File: src/rtl/trap_controller_if.sv
// Signal bundle between the pipeline/CSR unit and trap_controller.
// The master side drives requests and CSR values; the slave side is the controller.
interface trap_controller_if;
  logic        if_exc_valid_i;
  logic        id_exc_valid_i;
  logic        mem_exc_valid_i;
  logic [3:0]  if_exc_cause_i;
  logic [3:0]  id_exc_cause_i;
  logic [3:0]  mem_exc_cause_i;
  logic [31:0] if_pc_i;
  logic [31:0] id_pc_i;
  logic [31:0] mem_pc_i;
  logic        mret_req_i;
  logic        irq_ext_i;
  logic        irq_soft_i;
  logic        irq_timer_i;
  logic        mstatus_mie_i;
  logic [31:0] mie_i;
  logic        irq_pc_valid_i;
  logic [31:0] irq_pc_i;
  logic [31:0] trap_vector_i;
  logic [31:0] mepc_i;
  logic        exception_o;
  logic [31:0] exception_pc_o;
  logic [31:0] exception_cause_o;
  logic        mret_o;
  logic        flush_o;
  logic        redirect_o;
  logic [31:0] redirect_pc_o;
  logic        busy_o;

  modport master (
    output if_exc_valid_i, id_exc_valid_i, mem_exc_valid_i,
    output if_exc_cause_i, id_exc_cause_i, mem_exc_cause_i,
    output if_pc_i, id_pc_i, mem_pc_i, mret_req_i,
    output irq_ext_i, irq_soft_i, irq_timer_i, mstatus_mie_i, mie_i,
    output irq_pc_valid_i, irq_pc_i, trap_vector_i, mepc_i,
    input  exception_o, exception_pc_o, exception_cause_o, mret_o,
    input  flush_o, redirect_o, redirect_pc_o, busy_o
  );

  modport slave (
    input  if_exc_valid_i, id_exc_valid_i, mem_exc_valid_i,
    input  if_exc_cause_i, id_exc_cause_i, mem_exc_cause_i,
    input  if_pc_i, id_pc_i, mem_pc_i, mret_req_i,
    input  irq_ext_i, irq_soft_i, irq_timer_i, mstatus_mie_i, mie_i,
    input  irq_pc_valid_i, irq_pc_i, trap_vector_i, mepc_i,
    output exception_o, exception_pc_o, exception_cause_o, mret_o,
    output flush_o, redirect_o, redirect_pc_o, busy_o
  );
endinterface

File: src/rtl/trap_controller.sv
// Trap/return sequencer: arbitrates exceptions, mret and interrupts in IDLE,
// drives the CSR unit for one cycle, drains the pipeline, then redirects fetch.
module trap_controller #(
  parameter int FLUSH_CYCLES = 2
) (
  input logic               clk_i,
  input logic               rst_n_i,
  trap_controller_if.slave  bus
);

  localparam int CW = (FLUSH_CYCLES > 1) ? $clog2(FLUSH_CYCLES) : 1;

  typedef enum logic [2:0] {IDLE, TRAP, MRET, DRAIN, REDIRECT} state_t;

  state_t        state, state_next;
  logic [CW-1:0] cnt, cnt_next;
  logic          is_trap, is_trap_next;
  logic [31:0]   pc_next, cause_next, rpc_next;
  logic          irq_ok, ext_win, soft_win, timer_win;
  logic          unused_mie;

  assign irq_ok    = bus.mstatus_mie_i & bus.irq_pc_valid_i;
  assign ext_win   = irq_ok & bus.irq_ext_i   & bus.mie_i[11];
  assign soft_win  = irq_ok & bus.irq_soft_i  & bus.mie_i[3];
  assign timer_win = irq_ok & bus.irq_timer_i & bus.mie_i[7];
  assign unused_mie = ^{bus.mie_i[31:12], bus.mie_i[10:8], bus.mie_i[6:4], bus.mie_i[2:0]};

  // Next-state, drain counter and data latching; requests only matter in IDLE.
  always_comb begin
    state_next   = state;
    cnt_next     = cnt;
    is_trap_next = is_trap;
    pc_next      = bus.exception_pc_o;
    cause_next   = bus.exception_cause_o;
    rpc_next     = bus.redirect_pc_o;
    case (state)
      IDLE: begin
        if (bus.mem_exc_valid_i) begin
          state_next = TRAP; is_trap_next = 1'b1;
          pc_next = bus.mem_pc_i; cause_next = {28'b0, bus.mem_exc_cause_i};
        end else if (bus.id_exc_valid_i) begin
          state_next = TRAP; is_trap_next = 1'b1;
          pc_next = bus.id_pc_i; cause_next = {28'b0, bus.id_exc_cause_i};
        end else if (bus.if_exc_valid_i) begin
          state_next = TRAP; is_trap_next = 1'b1;
          pc_next = bus.if_pc_i; cause_next = {28'b0, bus.if_exc_cause_i};
        end else if (bus.mret_req_i) begin
          state_next = MRET; is_trap_next = 1'b0;
        end else if (ext_win | soft_win | timer_win) begin
          state_next = TRAP; is_trap_next = 1'b1;
          pc_next = bus.irq_pc_i;
          if (ext_win)       cause_next = {1'b1, 27'b0, 4'd11};
          else if (soft_win) cause_next = {1'b1, 27'b0, 4'd3};
          else               cause_next = {1'b1, 27'b0, 4'd7};
        end
      end
      TRAP, MRET: begin
        state_next = DRAIN;
        cnt_next   = CW'(FLUSH_CYCLES - 1);
      end
      DRAIN: begin
        if (cnt == '0) begin
          state_next = REDIRECT;
          rpc_next   = is_trap ? bus.trap_vector_i : bus.mepc_i;
        end else begin
          cnt_next = cnt - CW'(1);
        end
      end
      REDIRECT: state_next = IDLE;
      default:  state_next = IDLE;
    endcase
  end

  // State, counter and registered outputs; strobes are decoded from the next state
  // so they line up with the state they describe.
  always_ff @(posedge clk_i) begin
    if (!rst_n_i) begin
      state                 <= IDLE;
      cnt                   <= '0;
      is_trap               <= 1'b0;
      bus.exception_o       <= 1'b0;
      bus.mret_o            <= 1'b0;
      bus.flush_o           <= 1'b0;
      bus.busy_o            <= 1'b0;
      bus.redirect_o        <= 1'b0;
      bus.exception_pc_o    <= '0;
      bus.exception_cause_o <= '0;
      bus.redirect_pc_o     <= '0;
    end else begin
      state                 <= state_next;
      cnt                   <= cnt_next;
      is_trap               <= is_trap_next;
      bus.exception_o       <= (state_next == TRAP);
      bus.mret_o            <= (state_next == MRET);
      bus.flush_o           <= (state_next != IDLE);
      bus.busy_o            <= (state_next != IDLE);
      bus.redirect_o        <= (state_next == REDIRECT);
      bus.exception_pc_o    <= pc_next;
      bus.exception_cause_o <= cause_next;
      bus.redirect_pc_o     <= rpc_next;
    end
  end

endmodule

File: src/flat_wrapper.sv
// flat-port wrapper written by rule: the top's interface ports become plain ports
module trap_controller_flat 
#(
  parameter int FLUSH_CYCLES = 2
)
  (clk_i, rst_n_i, bus_if_exc_valid_i, bus_id_exc_valid_i, bus_mem_exc_valid_i, bus_if_exc_cause_i, bus_id_exc_cause_i, bus_mem_exc_cause_i, bus_if_pc_i, bus_id_pc_i, bus_mem_pc_i, bus_mret_req_i, bus_irq_ext_i, bus_irq_soft_i, bus_irq_timer_i, bus_mstatus_mie_i, bus_mie_i, bus_irq_pc_valid_i, bus_irq_pc_i, bus_trap_vector_i, bus_mepc_i, bus_exception_o, bus_exception_pc_o, bus_exception_cause_o, bus_mret_o, bus_flush_o, bus_redirect_o, bus_redirect_pc_o, bus_busy_o);
  trap_controller_if bus_i ();
  input logic clk_i;
  input logic rst_n_i;
  input wire logic [$bits(bus_i.if_exc_valid_i)-1:0] bus_if_exc_valid_i;
  input wire logic [$bits(bus_i.id_exc_valid_i)-1:0] bus_id_exc_valid_i;
  input wire logic [$bits(bus_i.mem_exc_valid_i)-1:0] bus_mem_exc_valid_i;
  input wire logic [$bits(bus_i.if_exc_cause_i)-1:0] bus_if_exc_cause_i;
  input wire logic [$bits(bus_i.id_exc_cause_i)-1:0] bus_id_exc_cause_i;
  input wire logic [$bits(bus_i.mem_exc_cause_i)-1:0] bus_mem_exc_cause_i;
  input wire logic [$bits(bus_i.if_pc_i)-1:0] bus_if_pc_i;
  input wire logic [$bits(bus_i.id_pc_i)-1:0] bus_id_pc_i;
  input wire logic [$bits(bus_i.mem_pc_i)-1:0] bus_mem_pc_i;
  input wire logic [$bits(bus_i.mret_req_i)-1:0] bus_mret_req_i;
  input wire logic [$bits(bus_i.irq_ext_i)-1:0] bus_irq_ext_i;
  input wire logic [$bits(bus_i.irq_soft_i)-1:0] bus_irq_soft_i;
  input wire logic [$bits(bus_i.irq_timer_i)-1:0] bus_irq_timer_i;
  input wire logic [$bits(bus_i.mstatus_mie_i)-1:0] bus_mstatus_mie_i;
  input wire logic [$bits(bus_i.mie_i)-1:0] bus_mie_i;
  input wire logic [$bits(bus_i.irq_pc_valid_i)-1:0] bus_irq_pc_valid_i;
  input wire logic [$bits(bus_i.irq_pc_i)-1:0] bus_irq_pc_i;
  input wire logic [$bits(bus_i.trap_vector_i)-1:0] bus_trap_vector_i;
  input wire logic [$bits(bus_i.mepc_i)-1:0] bus_mepc_i;
  output wire logic [$bits(bus_i.exception_o)-1:0] bus_exception_o;
  output wire logic [$bits(bus_i.exception_pc_o)-1:0] bus_exception_pc_o;
  output wire logic [$bits(bus_i.exception_cause_o)-1:0] bus_exception_cause_o;
  output wire logic [$bits(bus_i.mret_o)-1:0] bus_mret_o;
  output wire logic [$bits(bus_i.flush_o)-1:0] bus_flush_o;
  output wire logic [$bits(bus_i.redirect_o)-1:0] bus_redirect_o;
  output wire logic [$bits(bus_i.redirect_pc_o)-1:0] bus_redirect_pc_o;
  output wire logic [$bits(bus_i.busy_o)-1:0] bus_busy_o;
  assign bus_i.if_exc_valid_i = bus_if_exc_valid_i;
  assign bus_i.id_exc_valid_i = bus_id_exc_valid_i;
  assign bus_i.mem_exc_valid_i = bus_mem_exc_valid_i;
  assign bus_i.if_exc_cause_i = bus_if_exc_cause_i;
  assign bus_i.id_exc_cause_i = bus_id_exc_cause_i;
  assign bus_i.mem_exc_cause_i = bus_mem_exc_cause_i;
  assign bus_i.if_pc_i = bus_if_pc_i;
  assign bus_i.id_pc_i = bus_id_pc_i;
  assign bus_i.mem_pc_i = bus_mem_pc_i;
  assign bus_i.mret_req_i = bus_mret_req_i;
  assign bus_i.irq_ext_i = bus_irq_ext_i;
  assign bus_i.irq_soft_i = bus_irq_soft_i;
  assign bus_i.irq_timer_i = bus_irq_timer_i;
  assign bus_i.mstatus_mie_i = bus_mstatus_mie_i;
  assign bus_i.mie_i = bus_mie_i;
  assign bus_i.irq_pc_valid_i = bus_irq_pc_valid_i;
  assign bus_i.irq_pc_i = bus_irq_pc_i;
  assign bus_i.trap_vector_i = bus_trap_vector_i;
  assign bus_i.mepc_i = bus_mepc_i;
  assign bus_exception_o = bus_i.exception_o;
  assign bus_exception_pc_o = bus_i.exception_pc_o;
  assign bus_exception_cause_o = bus_i.exception_cause_o;
  assign bus_mret_o = bus_i.mret_o;
  assign bus_flush_o = bus_i.flush_o;
  assign bus_redirect_o = bus_i.redirect_o;
  assign bus_redirect_pc_o = bus_i.redirect_pc_o;
  assign bus_busy_o = bus_i.busy_o;
  trap_controller #(.FLUSH_CYCLES(FLUSH_CYCLES)) u_core (.clk_i(clk_i), .rst_n_i(rst_n_i), .bus(bus_i));
endmodule
File: config.mk
export PLATFORM = sky130hd
export DESIGN_NAME = trap_controller_flat
export DESIGN_NICKNAME = d
export VERILOG_FILES = /design/src/rtl/trap_controller_if.sv /design/src/rtl/trap_controller.sv /design/src/flat_wrapper.sv
export SDC_FILE = /design/constraint.sdc
export NUM_CORES = 1
export LEC_CHECK = 0
export BUFFER_PORTS_ARGS = -buffer_cell sky130_fd_sc_hd__buf_2
export CAP_MARGIN = 10
export CORE_AREA = 2 2 136 138
export DETAILED_ROUTE_END_ITERATION = 10
export DIE_AREA = 0 0 138 140
export GPL_ROUTABILITY_DRIVEN = 0
export PLACE_DENSITY_LB_ADDON = 0.05
export SLEW_MARGIN = 30
export SYNTH_ARGS = -nofsm -noshare
export SYNTH_HDL_FRONTEND = slang
export SYNTH_SLANG_ARGS = --single-unit
File: constraint.sdc
create_clock -name clk_i -period 4.1 [get_ports clk_i]
set_clock_uncertainty 0.15 [all_clocks]
set_input_delay 0.205 -clock clk_i [delete_from_list [all_inputs] [get_ports clk_i]]
set_output_delay 0.205 -clock clk_i [all_outputs]
set_load 0.02 [all_outputs]
==> results of run 1 <==
## worst paths after layout
check                                              startpoint                             to  slack [ns]
worst max-delay path                          u_core.state[2]  u_core.bus.exception_pc_o[15]        2.10
worst min-delay path                            bus_mepc_i[8]    u_core.bus.redirect_pc_o[8]        0.05
worst max register to register                u_core.state[2]  u_core.bus.exception_pc_o[15]        2.10
worst min register to register  u_core.bus.exception_pc_o[17]  u_core.bus.exception_pc_o[17]        0.31
## flip-flops by register name (all words and copies together), names as in the netlist
signal / flops
u_core.bus.exception_cause_o: 5
u_core.bus.exception_o: 1
u_core.bus.exception_pc_o: 32
u_core.bus.flush_o: 1
u_core.bus.mret_o: 1
u_core.bus.redirect_o: 1
u_core.bus.redirect_pc_o: 32
u_core.cnt: 1
u_core.is_trap: 1
u_core.state: 3
## kinds of logic after synthesis
family,Yosys count,share of synthesized area [%]
DFF,78,35.5
and+or+nand+nor,154,16.7
buffers and inverters,73,9.83
muxes,96,21.8
AOI/OAI and AO/OA,90,16.1
other,1,0.0851
## metrics by stage
stage	hold slack [ns]	worst slack (ns)	util [%]	area, µm²
2_1_floorplan	0.229	2.57	-	4500
3_3_place_gp	0.294	1.75	33.0	5880
3_5_place_dp	0.300	1.99	33.1	5880
4_1_cts	0.0352	2.10	34.9	6210
5_1_grt	0.0581	1.92	34.9	6210
6_report	0.0529	2.10	34.9	6210
## synthesized netlist by cell type (all sizes together), types with 2 or more instances
cell type	number	area share, %
nor2	36	3.1
nor4	3	0.43
nand2b	33	4.7
o211a	3	0.68
a21oi	6	0.68
nor3	4	0.97
a211oi	32	5.5
o22ai	2	0.28
mux2i	96	22
nand2	70	6.0
inv	4	0.34
dfxtp	78	35
buf	49	7.8
o21ai	6	0.68
clkbuf	20	1.7
o2111ai	32	6.4
o221a	2	0.51
nand3	2	0.23
## power by group
part	switching (µW)	internal, µW
sequential	93.3	874
clock	322	547
combinational	464	344
## tightest hold or removal path, stage by stage
cell and delay (ns):
sky130_fd_sc_hd__buf_2 0.09, sky130_fd_sc_hd__mux2i_1 0.11, sky130_fd_sc_hd__a211oi_1 0.08
## metal layers
layer	up-vias	track usage, %	wire length (µm)
met5	-	0	0
met1	1978	17.0	5980
met4	0	6.39	316
met2	172	25.9	7290
li1	2255	-	-
met3	17	3.56	952
## area by class of cell
cell class                 count  area (µm²)
multi-input combinational    367        2520
antenna                        1        2.50
clock inverter                 5        83.8
fill                        1908       11600
timing repair buffer         297        1500
tap                          229         287
clock buffer                  10         239
sequential                    78        1570
inverter                       4        15.0
==> metrics, run 1 <==
overall power 2640 µW; share of post-route cells with drive strength above 1 42.4%; setup repair after global routing missed its margin no; number of buffers inserted by hold repair at cts 0; Max-Cap Viols 0; Lkg Pwr 0.00308 µW; placed wire-length estimate after detailed placement about 11 mm; ratio of routed vias to standard cells 4.46; most common cell after layout, fill and taps aside sky130_fd_sc_hd__buf_2; number of vias in the routed layout 4422; Synthesis Warnings 0; transition time at the pin with the least slew margin 0.744 ns; final critical-path share of the clock period 48.9%; number of enable flip-flop cells after synthesis 0; number of buffer and inverter instances along the worst setup path 0; P per Cell Area 426 nW/µm²; deepest clock path buffer count 2; latest clock arrival within the worst-skew pair roughly 0.34 ns; most used flip-flop cell after synthesis sky130_fd_sc_hd__dfxtp_1; class of the most critical hold timing path input pin to register; synthesized area per cell 8.95 µm²; CTS HTree Levels 3; Die Span Y 140 µm; register clock-pin slew on the reported worst setup and hold paths about 0.060 ns; number of post-CTS setup repair buffers 0; input/output buffers between 200 and 300; critical path class register to register; critical path launch point type register; result of the run completed; total standard cell area after synthesis 4400 µm²; non-filler instance count after layout 991; die area 19300 µm²; Core Rows 49; post-cts sizing count 0; maximum vdd ir drop between 0.2 and 0.25 mV; number of clock sinks 78; required time worst endpoint 4.14 ns; sequential cell area fraction in the yosys report between 30% and 40%; number of placed cells counting well taps 975; maximum cell stage delay along the critical path 0.53 ns; category of cells accounting for the largest share of critical-path delay simple AND/OR/NAND/NOR gates; count of state elements after synthesis 78; floorplan core area about 18000 µm²; most frequent cells in the layout sky130_fd_sc_hd__buf_2 (291), sky130_fd_sc_hd__mux2i_1 (96), sky130_fd_sc_hd__dfxtp_1 (77); fraction of registers with async set or reset after synthesis 0%; maximum clock frequency 0.499 GHz; number of remaining DRC errors 0; Clk Tree Root Cell sky130_fd_sc_hd__clkbuf_16; Levels on crit path 3; Cell Chain, Critical Path nor3_1, nand2_4, mux2i_1; maximum number of pins on one net before global-route repair 72; Final setup violation count 0; Rel. slew slack between 50% and 60%; vias in the first global route 4476; global-route wire length before repair 23.0 mm; Area Overhead vs Synth 41.0%; Crit path arrival time 2.05 ns; clock tree from TritonCTS yes; Unique masters post-synth 36; final count of hold timing violations 0; Top-Level Pins 348; final worst path period need 2.00 ns; R2R cell count 3; number of instances in the synthesized netlist approximately 490; critical path's slowest cell sky130_fd_sc_hd__nor3_1; TritonCTS buffer count 9; maximum fanout encountered on the critical timing path 33; Final Net Count between 1000 and 1500; Iter 0 DRT Violations 184; initial antenna violation count 1; Post-Route WL 14.5 mm; Worst Hold Path Cells 3; summed negative setup slack over all endpoints 0 ns; post-detailed-route count of antenna-violating nets 0; Die X-Extent between 100 and 150 µm; initial core utilization approximately 25%; iteration count of the initial detailed-routing pass 5; total gr overflow 0; detail-routed net length per standard cell 14.7 µm; global router's overall resource usage 14.7%; Pins Over Slew Limit 0; Critical Path End Type register
Power figures use the tool's default switching activity.
==> run 2: changes to the inputs <==
--- a/config.mk
+++ b/config.mk
@@ -5,11 +5,12 @@
 export SDC_FILE = /design/constraint.sdc
 export NUM_CORES = 1
 export LEC_CHECK = 0
+export ABC_AREA = 1
 export BUFFER_PORTS_ARGS = -buffer_cell sky130_fd_sc_hd__buf_2
 export CAP_MARGIN = 10
-export CORE_AREA = 2 2 136 138
+export CORE_AREA = 2 2 135 137
 export DETAILED_ROUTE_END_ITERATION = 10
-export DIE_AREA = 0 0 138 140
+export DIE_AREA = 0 0 137 139
 export GPL_ROUTABILITY_DRIVEN = 0
 export PLACE_DENSITY_LB_ADDON = 0.05
 export SLEW_MARGIN = 30
==> constraint.sdc (replaced) <==
create_clock -name clk_i -period 1.7 [get_ports clk_i]
set_clock_uncertainty 0.15 [all_clocks]
set_input_delay 0.085 -clock clk_i [delete_from_list [all_inputs] [get_ports clk_i]]
set_output_delay 0.085 -clock clk_i [all_outputs]
set_load 0.02 [all_outputs]
==> run 2 against run 1 <==
  * Register-to-register slack lost 1.9 ns
  * Hold slack worse by 0.072 ns
  * Non-clock buffer count is 124 higher
  * Area after synthesis down 0.74%
  * Clock power increased by 110%
  * Largest power group is now combinational cells
  * The run now ends with hold timing left
  * Clock-buffer cell count is the same
  * Highest routed layer unchanged
  * Combinational power grew to 3.2 times the previous value
  * Cell area increased by 19%
  * Die area down 1.4%
  * Setup slack got worse by 2.0 ns
==> metrics, run 2 <==
final count of hold timing violations 2 (+2); summed negative setup slack over all endpoints 0 ns (unchanged); Post-Route WL 17.2 mm (+18%); Final Hold Slack -0.0191 ns (-0.0720 ns); final core utilization 41.9% (+6.9 points); input/output buffers 291 (unchanged); class of the most critical hold timing path input pin to register; synthesized area per cell 6.93 µm² (-23%); Die Span Y 139 µm (-0.71%); Iter 0 DRT Violations 214 (+16%); initial antenna violation count 0 (-1); worst setup slack for register-to-register paths 0.21 ns (-1.89 ns); Synthesis Warnings 0 (unchanged); deepest clock path buffer count 2 (unchanged); register clock-pin slew on the reported worst setup and hold paths 0.06 ns (about the same); Internal Pwr Total 4270 µW (+140%); TritonCTS buffer count 9 (unchanged); final worst path period need 1.65 ns; iteration count of the initial detailed-routing pass 4 (-1); global-route wire length before repair 26.3 mm (+14%); leading registers by flop count u_core.bus.exception_pc_o x32, u_core.bus.redirect_pc_o x32, u_core.bus.exception_cause_o x5; total gr overflow 0 (unchanged); Max-Cap Viols 0 (unchanged); Psw 2480 µW (+180%); Pins Over Slew Limit 0 (unchanged); critical path launch point type input pin; total standard cell area after synthesis 4370 µm² (-0.74%); Die X-Extent 137 µm (-0.72%); fraction of synthesized cell area taken by the top area cell type 35.7% (+0.26 points); most used flip-flop cell after synthesis sky130_fd_sc_hd__dfxtp_1; number of instances in the synthesized netlist 631 (+28%); most frequent cells in the layout sky130_fd_sc_hd__buf_2 (291), sky130_fd_sc_hd__nor2_1 (112), sky130_fd_sc_hd__dlygate4sd3_1 (108); number of vias in the routed layout 5499 (+24%); Sequential Power Share 33.9% (-2.7 points); Unique masters post-synth 25 (-31%); endpoint of the worst hold path u_core.bus.exception_pc_o[2]; maximum clock frequency 0.606 GHz; R2R cell count 7 (+4); vias in the first global route 5390 (+20%); Clk Tree Root Cell sky130_fd_sc_hd__clkbuf_16; most frequent cells after synthesis sky130_fd_sc_hd__nor2_1 (112), sky130_fd_sc_hd__nand2_1 (93), sky130_fd_sc_hd__o21ai_0 (79); Comb power frac 38.6% (+8.1 points); ratio of routed vias to standard cells 4.40 (-1.5%); Core Rows 49 (unchanged); most common cell in the netlist sky130_fd_sc_hd__nor2_1; main area contributors after synthesis sky130_fd_sc_hd__dfxtp_1 (36%), sky130_fd_sc_hd__nor2_1 (9.6%), sky130_fd_sc_hd__o21ai_0 (9.0%); result of the run finished, violations left; number of clock sinks 78 (unchanged); Critical Path End Type register; CTS HTree Levels 3 (unchanged); clock tree from TritonCTS yes; terminus of the critical flop-to-flop path u_core.bus.redirect_pc_o[19]; Lkg Pwr 0.00379 µW (+23%); share of post-route cells with drive strength above 1 33.8% (-8.7 points); most common cell after layout, fill and taps aside sky130_fd_sc_hd__buf_2; floorplan core area 17700 µm² (-0.69%); critical path class input pin to register; count of state elements after synthesis 78 (unchanged); post-detailed-route count of antenna-violating nets 0 (unchanged); Top-Level Pins 348 (unchanged); number of enable flip-flop cells after synthesis 0 (unchanged); initial core utilization 24.8% (about the same); Crit path arrival time 1.73 ns (-0.32 ns); final critical-path share of the clock period between 90% and 100%; Worst Hold Path Cells 5 (+2); detail-routed net length per standard cell 13.7 µm (-6.5%); Clock power frac 27.5% (-5.4 points); latest clock arrival within the worst-skew pair 0.34 ns (about the same); placed wire-length estimate after detailed placement 12.2 mm (+10%); sequential cell area fraction in the yosys report 35.7% (+0.26 points); maximum fanout encountered on the critical timing path 1 (-97%); number of remaining DRC errors 0 (unchanged); P per Cell Area 913 nW/µm² (+110%); global router's overall resource usage 17.4% (+2.7 points); Area Overhead vs Synth 69.1%; Final Net Count 1264 (+26%); fraction of registers with async set or reset after synthesis 0% (unchanged); maximum vdd ir drop 0.561 mV (+140%); cell accounting for the most synthesized area sky130_fd_sc_hd__dfxtp_1; Net Sw Frac 36.8% (+3.5 points); setup repair after global routing missed its margin no; violated checks hold timing; Final setup violation count 0 (unchanged); count of antenna diodes in the layout 0 (-1); required time worst endpoint 1.78 ns (-2.36 ns); hold path startpoint bus_mem_pc_i[2]; r2r startpoint u_core.state[1]; maximum number of pins on one net before global-route repair 46 (-36%); die area 19000 µm² (-1.4%)
run 2: logic make-up after synthesis:
group | count (synthesis) | share of synthesized area, %
compound gates | 171 | 21.5
buf+inv | 126 | 15.1
flops | 78 | 35.7
mux | 32 | 7.33
other cells | 1 | 0.0858
simple gates | 223 | 20.3
run 2: layout make-up:
| type | count | area, µm² |
|---|---|---|
| repair buffers | 421 | 2790 |
| flip-flops and latches | 78 | 1560 |
| multi-input cells | 453 | 2260 |
| fillers | 1812 | 10300 |
| inverters | 54 | 206 |
| well taps | 229 | 287 |
| clock buffers | 10 | 239 |
| clock inverters | 6 | 43.8 |
run 2: worst max path at each step:
stage | endpoint | startpoint | slack, ns
global route | u_core.bus.exception_pc_o[23] | bus_id_pc_i[23] | 0.00009
global placement | u_core.bus.exception_pc_o[9] | bus_if_exc_valid_i | 0.11
CTS | u_core.bus.exception_pc_o[3] | bus_if_exc_valid_i | 0.06
floorplan | u_core.bus.exception_pc_o[2] | u_core.state[1] | 0.32
finish | u_core.bus.exception_pc_o[7] | bus_id_pc_i[7] | 0.05
detailed placement | u_core.bus.exception_pc_o[9] | bus_if_exc_valid_i | 0.12
run 2: stage by stage:
step                      cells  area (µm²)  hold slack (ns)  total power (µW)  setup WS (ns)
after global placement     1125        6000            0.221              4700          0.108
final                      1251        7390          -0.0191              6750         0.0497
after detailed placement   1125        6000            0.230              4730          0.117
after global routing       1251        7390           0.0293              7250      0.0000917
after floorplan             657        4470            0.132              3910          0.320
after CTS                  1252        7390         0.000796              6860         0.0589
run 2: per-layer routing:
layer  part of all wire [%]  global-route usage, %
met5                      0                      0
met4                    3.1                   7.87
met3                    8.7                   4.13
met2                     47                   30.4
met1                     41                   19.8
run 2: repair_timing:
item | CTS | global route
resized for setup | 0 | 4
hold endpoints to repair | 58 | 0
hold buffers | 111 | 0
setup endpoints to repair | 0 | 10
buffers inserted | 0 | 2
run 2: power by group through the flow:
stage / combinational (µW) / clock, µW / sequential (µW)
final: 2610 / 1850 / 2290
after global routing: 2900 / 2020 / 2330
after CTS: 2620 / 1950 / 2290
after detailed placement: 2410 / 0 / 2330
after global placement: 2390 / 0 / 2320
after floorplan: 1240 / 0 / 2670
run 2: worst max-delay path, stage by stage:
cell                            delay (ns)
sky130_fd_sc_hd__dlygate4sd3_1        0.53
sky130_fd_sc_hd__buf_2                0.13
sky130_fd_sc_hd__a22oi_1              0.17
sky130_fd_sc_hd__dlygate4sd3_1        0.57
sky130_fd_sc_hd__o21ai_1              0.07
sky130_fd_sc_hd__nor2_1               0.12
sky130_fd_sc_hd__nor2_1               0.06
